--- src/rtl/prog_ram.sv ---
// Single-port data/program RAM for the 8-bit CPU core. The CPU side has a synchronous read
// with a 1-cycle latency and a write strobe. The loader side is a valid/ready streaming
// programmer with an auto-incrementing pointer. An optional sweep zeroes the array after reset.
module prog_ram #(
    parameter int unsigned DATA_W         = 8,
    parameter int unsigned ADDR_W         = 4,
    parameter bit          CLEAR_ON_RESET = 1'b1
) (
    input  logic              clk,
    input  logic              rst,
    input  logic              w_en,
    input  logic [ADDR_W-1:0] address,
    input  logic [DATA_W-1:0] w_data,
    output logic [DATA_W-1:0] r_data,
    input  logic              prog_mode,
    input  logic              prog_valid,
    input  logic [DATA_W-1:0] prog_data,
    output logic              prog_ready,
    output logic [ADDR_W-1:0] prog_addr,
    output logic              prog_done,
    output logic              busy
);

    localparam int unsigned DEPTH = 2 ** ADDR_W;
    localparam logic [ADDR_W-1:0] LAST_ADDR = '1;

    typedef enum logic [1:0] {
        StClear,
        StRun,
        StProg
    } state_e;

    state_e            state;
    logic [ADDR_W-1:0] clr_ptr;
    logic [ADDR_W-1:0] prog_ptr;
    logic [DATA_W-1:0] mem [DEPTH];

    logic              accept;
    logic              mem_we;
    logic [ADDR_W-1:0] mem_waddr;
    logic [DATA_W-1:0] mem_wdata;

    assign prog_ready = (state == StProg);
    assign busy       = (state == StClear);
    assign prog_addr  = prog_ptr;
    assign accept     = prog_valid && prog_ready;

    // Select the single write source: clear sweep, loader, or CPU; the loader owns PROG state.
    always_comb begin
        mem_we    = 1'b0;
        mem_waddr = address;
        mem_wdata = w_data;
        unique case (state)
            StClear: begin
                mem_we    = 1'b1;
                mem_waddr = clr_ptr;
                mem_wdata = '0;
            end
            StProg: begin
                mem_we    = accept;
                mem_waddr = prog_ptr;
                mem_wdata = prog_data;
            end
            StRun: begin
                mem_we    = w_en;
            end
            default: begin
                mem_we    = 1'b0;
            end
        endcase
    end

    // Array storage; reset never touches the contents.
    always_ff @(posedge clk) begin
        if (mem_we) begin
            mem[mem_waddr] <= mem_wdata;
        end
    end

    // Control FSM with registered read data and the done pulse.
    always_ff @(posedge clk or posedge rst) begin
        if (rst) begin
            state     <= CLEAR_ON_RESET ? StClear : StRun;
            clr_ptr   <= '0;
            prog_ptr  <= '0;
            r_data    <= '0;
            prog_done <= 1'b0;
        end else begin
            unique case (state)
                StClear: begin
                    r_data    <= '0;
                    prog_done <= 1'b0;
                    clr_ptr   <= clr_ptr + 1'b1;
                    if (clr_ptr == LAST_ADDR) begin
                        state <= StRun;
                    end
                end
                StRun: begin
                    // Non-blocking read sees the pre-write contents on a same-address write.
                    r_data    <= mem[address];
                    prog_done <= 1'b0;
                    if (prog_mode) begin
                        state    <= StProg;
                        prog_ptr <= '0;
                    end
                end
                StProg: begin
                    r_data    <= mem[address];
                    // Suppress the pulse when leaving, so it never shows outside PROG.
                    prog_done <= accept && (prog_ptr == LAST_ADDR) && prog_mode;
                    if (accept) begin
                        prog_ptr <= prog_ptr + 1'b1;
                    end
                    if (!prog_mode) begin
                        state <= StRun;
                    end
                end
                default: begin
                    state     <= StRun;
                    prog_done <= 1'b0;
                end
            endcase
        end
    end

endmodule

--- config.mk ---
export PLATFORM = sky130hd
export DESIGN_NAME = prog_ram
export DESIGN_NICKNAME = d
export VERILOG_FILES = /design/src/rtl/prog_ram.sv
export SDC_FILE = /design/constraint.sdc
export NUM_CORES = 1
export LEC_CHECK = 0
export BUFFER_PORTS_ARGS = -buffer_cell sky130_fd_sc_hd__buf_2
export CAP_MARGIN = 15
export CELL_PAD_IN_SITES_DETAIL_PLACEMENT = 1
export CELL_PAD_IN_SITES_GLOBAL_PLACEMENT = 1
export CORE_MARGIN = 3
export CORE_UTILIZATION = 55
export CTS_BUF_LIST = sky130_fd_sc_hd__clkbuf_8 sky130_fd_sc_hd__clkbuf_16
export DETAILED_ROUTE_END_ITERATION = 10
export PLACE_DENSITY_LB_ADDON = 0.1
export RECOVER_POWER = 50
export SLEW_MARGIN = 15
export SYNTH_ARGS = -nofsm -noshare
export SYNTH_HDL_FRONTEND = slang
export SYNTH_SLANG_ARGS = --single-unit
--- constraint.sdc ---
create_clock -name clk -period 5.8 [get_ports clk]
set_clock_uncertainty 0.15 [all_clocks]
set_input_delay 0.29 -clock clk [delete_from_list [all_inputs] [get_ports clk]]
set_output_delay 0.29 -clock clk [all_outputs]
set_load 0.01 [all_outputs]
==> impl_results.md <==
- Port Buf Inserts: 39
- Tightest Pin Transition: 1.320 ns
- CTS tree: yes
- Die height: 112.1 µm
- Pwr Density: 476.6 mW/mm²
- Routed vias: 3927
- GRT Total Usage: 28.24%
- DIE AREA: 0.01258 mm²
- Post-Syn Area: 0.006196 mm²
- CORE AREA: 0.01094 mm²
- Final wirelength: 17.12 mm
- Antenna Nets Post-Route: 0
- Worst R2R Setup Slack: 2.26 ns
- Root Driver: clkbuf_16
- Clock transition at the registers of the reported paths: 0.06 ns
- Critical path class: reg -> reg
- Synth top area share: 62.04%
- Max-slew violations: 0
- Post-synth EDFFs: 128
- Nets: 497
- Iteration-0 DRC Markers: 273
- WL/cell: 27.70 µm
- HP Class: in -> reg
- Post-Syn Instances: 414
- Area grow syn2layout: 13.91%
- Cts hold-fix bufs: 3
- Crit path buf inv count: 1
- Cell taking the most area after synthesis: edfxtp_1
- Cell Count Post-Placement: 582
- Most frequent cells after synthesis: edfxtp_1, mux2i_1, nand2_1
- Number of global-route vias before repair: 4087
- First-pass GRT wire length: 25.65 mm
- Status: finished clean
- Syn nets: 446
- Seq/Total Area, Yosys: 69.71%
- Share of layout cells above drive strength 1: 12.13%
- Main area contributors after synthesis: edfxtp_1, mux2i_1, dfrtp_1
- Row count: 38
- Startpoint Class: flop
- RSZ-0062 raised after global routing: false
- Most frequent CP cell: nor2_1
- Synthesized area per cell: 14.97 µm²
- Post-CTS Setup Inserts: 0
- Tcrit/Tclk final: 60.97%
- Tmin final: 3.537 ns
- CTS Buffer Depth: 2
- CP cell instances: inv_1 > ha_1 > nor2_1 > a221oi_1 > nand2_1 > nor2_1
- Worst VDD drop: 0.2552 mV
- CTS sink count: 147
- MaxCap Viol Count: 0
- #FFs+latches synth: 147
- IO Pins: 40
- Synthesis Warnings: 0
- # resized after CTS: 0
- Slowest stage delay, CP: 0.75 ns
- Routability congestion estimate: 0.7958
- Most numerous cell in the Yosys netlist: edfxtp_1
- Initial antenna violation count: 0
- Asr flop ratio synth: 12.93%
- TritonRoute pass-1 iters: 5
- DPL Wire Length: 10.43 mm
- Peak fanout along the critical path: 18
- DR vias/cell: 6.354
- Finish-stage setup viols: 0
- Leak: 2.619 nW
- Main synth FF type: edfxtp_1
- CTS buffer count: 17
- Delay-heaviest family, CP: simple AND/OR/NAND/NOR gates
- CP Capture Type: flop
- Die X: 112.1 µm
- GRT overflow: 0
- Critical path's slowest cell: nor2_1
- H-tree Lvls: 4
- DRC Markers: 0
- Largest net degree at the start of global routing: 66
- Worst-Skew Late Latency: 0.42 ns
- Final instance area: 0.007058 mm²
- Fmax: 282.8 MHz
- Overall power: 3.364 mW
- Req. time, crit path: 5.70 ns
- Non-filler cells, final: 618
- Antenna Cells: 0
- Final core occ: 64.54%
- Worst EP arrival: 3.43 ns
- Placement-stage cell area: 0.006518 mm²
- TNS Setup: 0 ns
- Final Hold Viols: 0
- Netlist cell types: 41
- Slew headroom: 11.06%
- Starting density of the core: 56.66%
-- final timing paths --
path | from | endpoint | depth (start not counted)
setup / recovery | state[1] | mem[12][1] | 6
hold / removal | address[3] | r_data[7] | 4
setup reg to reg | state[1] | mem[12][1] | 6
hold reg to reg | r_data[4] | r_data[4] | 2
max in group asynchronous | rst | r_data[2] | 3
min in group asynchronous | rst | clr_ptr[2] | 3
-- layout by cell type (no fill, tap or decap), drive strengths merged, types with 2 or more instances in the layout --
cell type and n:
edfxtp 128, mux2i 65, nand2 47, clkbuf 39, buf 27, a22oi 25
dfrtp 19, nor2 18, o21ai 12, nand3 12, a21oi 10, clkinv 9
a32oi 8, ha 7, inv 6, nor2b 5, and2 4, nand2b 3
dlygate4sd3 3, xnor2 2, a221oi 2, and3 2, o32ai 2, o32a 2
bufinv 2, clkinvlp 2
-- per-stage QoR --
stage / hold slack [ns] / worst slack (ns)
after floorplan: 0.09113 / 3.377
after global placement: 0.3202 / 2.584
after detailed placement: 0.3336 / 2.421
after CTS: 0.1306 / 2.283
after global routing: 0.1667 / 1.898
final: 0.1432 / 2.263
-- metal layers --
metal | track usage, % | wire, µm | share of wire [%] | vias up
met1 | 38.78 | 7240 | 42 | 2023
li1 | - | - | - | 1699
met4 | 12.42 | 514 | 3.0 | 0
met2 | 44.06 | 8247 | 48 | 169
met3 | 5.984 | 1117 | 6.5 | 36
met5 | 0 | 0 | 0 | -
-- cells by family (layout without fill, tap and decap cells) --
family          Yosys count  in the layout  share of synthesized area (%)
compound gates           68             68                          8.138
xor+xnor                  3              3                         0.4241
fa+ha+maj                 7              7                          1.414
buf+inv                  24             88                          2.160
flops                   147            147                          69.71
mux                      66             66                          10.68
simple gates             99             99                          7.472
-- final cells by class --
class / count / area, µm²
Inverter: 4 / 15.01
Clock inverter: 15 / 125.1
Multi-Input combinational cell: 243 / 1740
Tap cell: 140 / 175.2
Clock buffer: 17 / 425.4
Fill cell: 1025 / 3877
Timing Repair Buffer: 52 / 257.7
Sequential cell: 147 / 4319
-- power by group --
part / leakage, nW / internal (mW) / total [mW] / switching, mW
clock: 0.272 / 0.619 / 1.05 / 0.426
sequential: 1.41 / 1.42 / 1.50 / 0.0774
combinational: 0.939 / 0.219 / 0.820 / 0.601
total: 2.62 / 2.26 / 3.36 / 1.10
-- sequential cells by signal (all words and copies together), names as in the netlist --
register,count
mem,128
r_data,8
clr_ptr,4
prog_addr,4
state,2
prog_done,1
-- worst min-delay path, stage by stage --
cell and delay, ns:
buf_2 0.11, nor3b_2 0.11, nand3_1 0.09, nand2_1 0.06
(Power assumes the default switching activity.)
